--- src/rtl/srv32_xif_tracker.sv ---
// CV-X-IF offload tracker: forwards issues, keeps an in-order queue of accepted
// offloads, turns core retire/kill into XIF commits and routes results to the RF.
module srv32_xif_tracker #(
    parameter int DEPTH    = 4,
    parameter int ID_WIDTH = 4,
    parameter int XLEN     = 32
) (
    input  logic                       clk,
    input  logic                       reset,
    input  logic                       core_issue_valid,
    input  logic [31:0]                core_issue_instr,
    input  logic [XLEN-1:0]            core_rs1,
    input  logic [XLEN-1:0]            core_rs2,
    output logic                       core_issue_ready,
    output logic                       core_issue_accept,
    input  logic                       core_commit_valid,
    input  logic                       core_commit_kill,
    output logic                       core_wb_valid,
    output logic [4:0]                 core_wb_rd,
    output logic [XLEN-1:0]            core_wb_data,
    output logic                       stall,
    output logic                       xif_issue_valid,
    input  logic                       xif_issue_ready,
    output logic [31:0]                xif_issue_instr,
    output logic [XLEN-1:0]            xif_issue_rs1,
    output logic [XLEN-1:0]            xif_issue_rs2,
    output logic [ID_WIDTH-1:0]        xif_issue_id,
    input  logic                       xif_resp_accept,
    input  logic                       xif_resp_writeback,
    output logic                       xif_commit_valid,
    output logic [ID_WIDTH-1:0]        xif_commit_id,
    output logic                       xif_commit_kill,
    input  logic                       xif_result_valid,
    output logic                       xif_result_ready,
    input  logic [ID_WIDTH-1:0]        xif_result_id,
    input  logic [4:0]                 xif_result_rd,
    input  logic                       xif_result_we,
    input  logic [XLEN-1:0]            xif_result_data,
    output logic [$clog2(DEPTH):0]     outstanding,
    output logic                       err
);
    localparam int PW = $clog2(DEPTH);
    localparam int CW = PW + 1;

    logic [ID_WIDTH-1:0] q_id [DEPTH];
    logic [DEPTH-1:0]    q_wb;
    logic [DEPTH-1:0]    q_cm;
    logic [DEPTH-1:0]    q_kl;
    logic [PW-1:0]       head;
    logic [PW-1:0]       tail;
    logic [CW-1:0]       count;
    logic [CW-1:0]       n_cm;
    logic [ID_WIDTH-1:0] id_cnt;
    logic [PW-1:0]       cm_idx;
    logic                nonempty, issue_hs, push, head_ck, res_hs, res_ok, pop, cm_ok, wb_fire;

    assign nonempty          = (count != '0);
    assign stall             = (count == CW'(DEPTH));
    assign xif_issue_valid   = core_issue_valid & ~stall;
    assign core_issue_ready  = xif_issue_ready & ~stall;
    assign issue_hs          = core_issue_valid & core_issue_ready;
    assign core_issue_accept = issue_hs & xif_resp_accept;
    assign push              = core_issue_accept;
    assign xif_issue_instr   = core_issue_instr;
    assign xif_issue_rs1     = core_rs1;
    assign xif_issue_rs2     = core_rs2;
    assign xif_issue_id      = id_cnt;
    assign outstanding       = count;

    // Committed entries always form a prefix of the queue, so the oldest
    // uncommitted entry sits n_cm slots behind the head.
    assign cm_idx           = head + n_cm[PW-1:0];
    assign cm_ok            = core_commit_valid & (n_cm < count);
    assign head_ck          = nonempty & q_cm[head] & q_kl[head];
    assign xif_result_ready = nonempty & ~head_ck;
    assign res_hs           = xif_result_valid & xif_result_ready;
    assign res_ok           = res_hs & q_cm[head] & (xif_result_id == q_id[head]);
    assign pop              = head_ck | res_ok;
    assign wb_fire          = res_ok & xif_result_we & q_wb[head];

    always_ff @(posedge clk or posedge reset) begin
        if (reset) begin
            head             <= '0;
            tail             <= '0;
            count            <= '0;
            n_cm             <= '0;
            id_cnt           <= '0;
            err              <= 1'b0;
            q_cm             <= '0;
            q_kl             <= '0;
            xif_commit_valid <= 1'b0;
            xif_commit_id    <= '0;
            xif_commit_kill  <= 1'b0;
            core_wb_valid    <= 1'b0;
            core_wb_rd       <= '0;
            core_wb_data     <= '0;
        end else begin
            if (issue_hs) id_cnt <= id_cnt + ID_WIDTH'(1);
            if (push) begin
                tail       <= tail + PW'(1);
                q_cm[tail] <= 1'b0;
                q_kl[tail] <= 1'b0;
            end
            // A push never lands on cm_idx: the queue cannot be full while pushing.
            if (cm_ok) begin
                q_cm[cm_idx] <= 1'b1;
                q_kl[cm_idx] <= core_commit_kill;
            end
            if (pop) head <= head + PW'(1);
            count <= count + CW'(push) - CW'(pop);
            n_cm  <= n_cm + CW'(cm_ok) - CW'(pop);

            xif_commit_valid <= cm_ok;
            if (cm_ok) begin
                xif_commit_id   <= q_id[cm_idx];
                xif_commit_kill <= core_commit_kill;
            end
            core_wb_valid <= wb_fire;
            if (wb_fire) begin
                core_wb_rd   <= xif_result_rd;
                core_wb_data <= xif_result_data;
            end
            if ((core_commit_valid & ~cm_ok) | (res_hs & ~res_ok)) err <= 1'b1;
        end
    end

    // Entry payload needs no reset: only slots below count are ever read.
    always_ff @(posedge clk) begin
        if (push) begin
            q_id[tail] <= id_cnt;
            q_wb[tail] <= xif_resp_writeback;
        end
    end

endmodule

--- config.mk ---
export PLATFORM = sky130hd
export DESIGN_NAME = srv32_xif_tracker
export DESIGN_NICKNAME = d
export VERILOG_FILES = /design/src/rtl/srv32_xif_tracker.sv
export SDC_FILE = /design/constraint.sdc
export NUM_CORES = 1
export LEC_CHECK = 0
export CORE_MARGIN = 2
export CORE_UTILIZATION = 36
export DETAILED_ROUTE_END_ITERATION = 10
export GPL_ROUTABILITY_DRIVEN = 0
export PLACE_DENSITY = 0.81
export RECOVER_POWER = 25
export SLEW_MARGIN = 20
export SYNTH_ARGS = -nofsm -noshare
export SYNTH_HDL_FRONTEND = slang
export SYNTH_SLANG_ARGS = --single-unit
--- constraint.sdc ---
create_clock -name clk -period 4.1 [get_ports clk]
set_clock_uncertainty 0.15 [all_clocks]
set_input_delay 1.23 -clock clk [delete_from_list [all_inputs] [get_ports clk]]
set_output_delay 1.23 -clock clk [all_outputs]
set_load 0.05 [all_outputs]
==> metrics <==
Internal Power=2.74 mW; number of global-route vias before repair=2,816; initial cell density of the core=between 30 and 40%; Hold Buf Count CTS=0; count of max-cap constraint violations=0; number of antenna violations at the first check in global routing=0; Bufs on Longest Clock Path=2; instance area after placement=0.00513 mm2; Row Count=40; remaining routing DRC violations=0; total wirelength of the detailed-routed design=between 10,000 and 15,000 um; share of cell area taken by muxes after synthesis=15.9%; count of different cell masters after synthesis=37; data required time of the critical path=2.72 ns; overall die height=roughly 120 um; first-pass GRT wire length=19,700 um; detailed router's first-iteration violation count=101; net switching fraction of the power=45.3%; result of the run=finished, final reports clean; worst max-slew margin expressed relative to the limit=about a fifth; number of warnings issued by yosys=0; via count normalized by instance count=4.89; Critical Path End Type=output port; net count of the finished layout=between 500 and 600; sequential cell fraction of total power=30.0%; Std-Cell Core Area=0.0121 mm2; clock net sink count=a little under 90; clock tree from TritonCTS=yes; layout filler cell count=1,090; root cell of the clock tree=sky130_fd_sc_hd__clkbuf_16; largest driver fanout on the critical path=11; Finish-stage setup viols=0; Compound-Gate Fraction of Synth Area=1.94%; Adder-Cell Fraction of Synth Area=under 10%; post-route antenna net violation count=0; Synth Area in XOR/XNOR=2.91%; footprint of the multi-input gates=0.00138 mm2; final routed wire length divided by cell count=26.0 um; CTS buffer count=9; maximum resistive drop on vdd=about 470 uV; Cell Count, Final, Fillers Out=555; Worst Setup Slack, final=around 0.24 ns; cts repair resizes=0; endpoint arrival time on the critical path=2.48 ns; total design power=5.01 mW; classification of the worst-slack hold path=reg2reg; switching power total=2.27 mW; total track usage=a little over a fifth; worst setup path class=reg2out; count of pins over their slew limit=0; Area Growth Syn to Fin=19.8%; half-perimeter wire length after detailed placement=about 12,000 um; total number of vias=2,712; width of the die=between 100 and 150 um; total nets after synthesis=between 500 and 600; area of the mapped netlist=~0.0045 mm2; setup bufs post-CTS=0; Period minus WS final=3.86 ns; combinational share of power=54.1%; clock transition time at the flip-flop clock pins of the worst setup and hold paths=0.06 ns; simple-gate area share of the yosys netlist=5.44%; overflow left after global routing=0; post-route fraction of the period consumed by the critical path=a little over nine tenths; commonest cells after routing, fill and taps aside=102 x sky130_fd_sc_hd__clkdlybuf4s50_1, 67 x sky130_fd_sc_hd__dfrtp_1, 29 x sky130_fd_sc_hd__nand2_1; largest family of logic cells by synthesized area=buffers and inverters; leading cell type in the layout, fill and taps excluded=sky130_fd_sc_hd__clkdlybuf4s50_1; f_max=0.259 GHz; Max H-tree Level=3; area of all placed cells without fillers=approximately 0.0054 mm2; number of search-and-repair iterations in the first detailed-routing pass=5; total I/O pin count=300; final core occ=~45%; leakage power of the design=between 2 and 2.5 nW; Skew-Pair Late Insertion Delay=0.34 ns; share of post-route cells with drive strength above 1=15.0%; register area=between 0.002 and 0.0025 mm2; actual slew at the worst max-slew pin=roughly 1.2 ns; die area=0.0134 mm2; setup tns final=0 ns; sequential share of the synthesized area=50.5%; maximum number of pins on one net before global-route repair=47; Placed Cells incl. Taps=539; Final Hold Slack=0.327 ns; critical path startpoint category=register; count of state elements after synthesis=87; average footprint of a synthesized cell=12.5 um2; worst setup timing slack at the placement stage=0.360 ns; endpoints failing hold=0; setup repair after global routing missed its margin=false; part of the power in the clock network=15.8%; number of diodes=0; cells after synthesis=360; IO Port Bufs=around 110; pwr/cell area=927 mW/mm2
==> final timing paths <==
path / depth (start not counted) / start / end / slack, ns
setup / recovery: 4 / head[1] / xif_result_ready / 0.24
hold / removal: 1 / q_cm[3] / q_cm[3] / 0.33
setup reg to reg: 13 / head[0] / outstanding[2] / 0.82
hold reg to reg: 1 / q_cm[3] / q_cm[3] / 0.33
max in group asynchronous: 3 / reset / xif_commit_id[1] / 0.80
min in group asynchronous: 2 / reset / core_wb_rd[3] / 1.34
==> critical path, cell delays in order, from the launching register on <==
cell and delay [ns]:
sky130_fd_sc_hd__dfrtp_1 0.64, sky130_fd_sc_hd__mux4_2 0.41, sky130_fd_sc_hd__nand2_1 0.12, sky130_fd_sc_hd__and2_1 0.15, sky130_fd_sc_hd__clkdlybuf4s50_1 0.81
==> metal layers <==
metal / share of wire (%) / vias to the layer above / routed length [um] / GRT usage, %
met5: 0.52 / - / 75 / 3.70
met4: 0.91 / 2 / 131 / 4.13
met3: 24 / 17 / 3520 / 23.3
met2: 47 / 217 / 6770 / 32.9
met1: 27 / 1321 / 3910 / 18.5
li1: - / 1155 / - / -
==> area by class of cell <==
| cell class | instances | area share, % |
|---|---|---|
| Inverter | 22 | 1.53 |
| Sequential cell | 87 | 42.1 |
| Clock buffer | 9 | 4.17 |
| Timing Repair Buffer | 116 | 21.5 |
| Tap cell | 168 | 3.89 |
| Clock inverter | 7 | 1.27 |
| Multi-Input combinational cell | 146 | 25.5 |
==> synth_stat cells <==
cell                       count  share of area (%)
sky130_fd_sc_hd__a21o_1        3               0.50
sky130_fd_sc_hd__a21oi_1       2               0.22
sky130_fd_sc_hd__and2_1        3               0.42
sky130_fd_sc_hd__and3_1        1               0.14
sky130_fd_sc_hd__and4b_1       1               0.22
sky130_fd_sc_hd__buf_1         1              0.083
sky130_fd_sc_hd__buf_2         2               0.22
sky130_fd_sc_hd__buf_4        98                 16
sky130_fd_sc_hd__buf_6         2               0.50
sky130_fd_sc_hd__clkbuf_1      2               0.17
sky130_fd_sc_hd__clkinv_1      1              0.083
sky130_fd_sc_hd__dfrtp_1      67                 37
sky130_fd_sc_hd__edfxtp_1     20                 13
sky130_fd_sc_hd__fa_1          2               0.89
sky130_fd_sc_hd__ha_1         12                3.3
sky130_fd_sc_hd__inv_1        21                1.7
sky130_fd_sc_hd__mux2_1       19                4.7
sky130_fd_sc_hd__mux2_2       19                4.7
sky130_fd_sc_hd__mux2i_1       4               0.89
sky130_fd_sc_hd__mux4_2       11                5.5
sky130_fd_sc_hd__nand2_1      29                2.4
sky130_fd_sc_hd__nand2b_1      1               0.14
sky130_fd_sc_hd__nand3_1       4               0.44
sky130_fd_sc_hd__nand4_1       3               0.42
sky130_fd_sc_hd__nor2_1        1              0.083
sky130_fd_sc_hd__nor2b_1       2               0.28
sky130_fd_sc_hd__nor3_1        2               0.22
sky130_fd_sc_hd__nor3_2        1               0.22
sky130_fd_sc_hd__nor3b_1       1               0.17
sky130_fd_sc_hd__o211a_1       1               0.22
sky130_fd_sc_hd__o211ai_1      1               0.17
sky130_fd_sc_hd__o21ai_0       4               0.44
sky130_fd_sc_hd__o221ai_1      1               0.19
sky130_fd_sc_hd__o311ai_0      1               0.19
sky130_fd_sc_hd__or3_1         2               0.28
sky130_fd_sc_hd__xnor2_1      13                2.5
sky130_fd_sc_hd__xor2_1        2               0.39
==> registers in the layout, indices dropped and copies added (netlist names) <==
signal / cells
core_wb_data: 32
core_wb_rd: 5
core_wb_valid: 1
err: 1
head: 2
n_cm: 3
outstanding: 3
q_cm: 4
q_id: 16
q_kl: 4
q_wb: 4
tail: 2
xif_commit_id: 4
xif_commit_kill: 1
xif_commit_valid: 1
xif_issue_id: 4
==> power groups by stage <==
stage               Sequential (mW)  Clock [mW]  Combinational, mW
finish                         1.50       0.793               2.71
global route                   1.56       0.850               2.89
CTS                            1.51       0.818               2.75
detailed placement             1.52           0               2.74
global placement               1.50           0               2.67
floorplan                      2.28           0               1.27
==> cells by family after synthesis <==
family | count (synthesis)
adders and majority gates | 14
xor gates and xnor gates | 15
buffers and inverters | 127
muxes | 53
AOI/OAI and AO/OA | 13
and+or+nand+nor | 51
DFF | 87
Power figures use the tool's default switching activity.
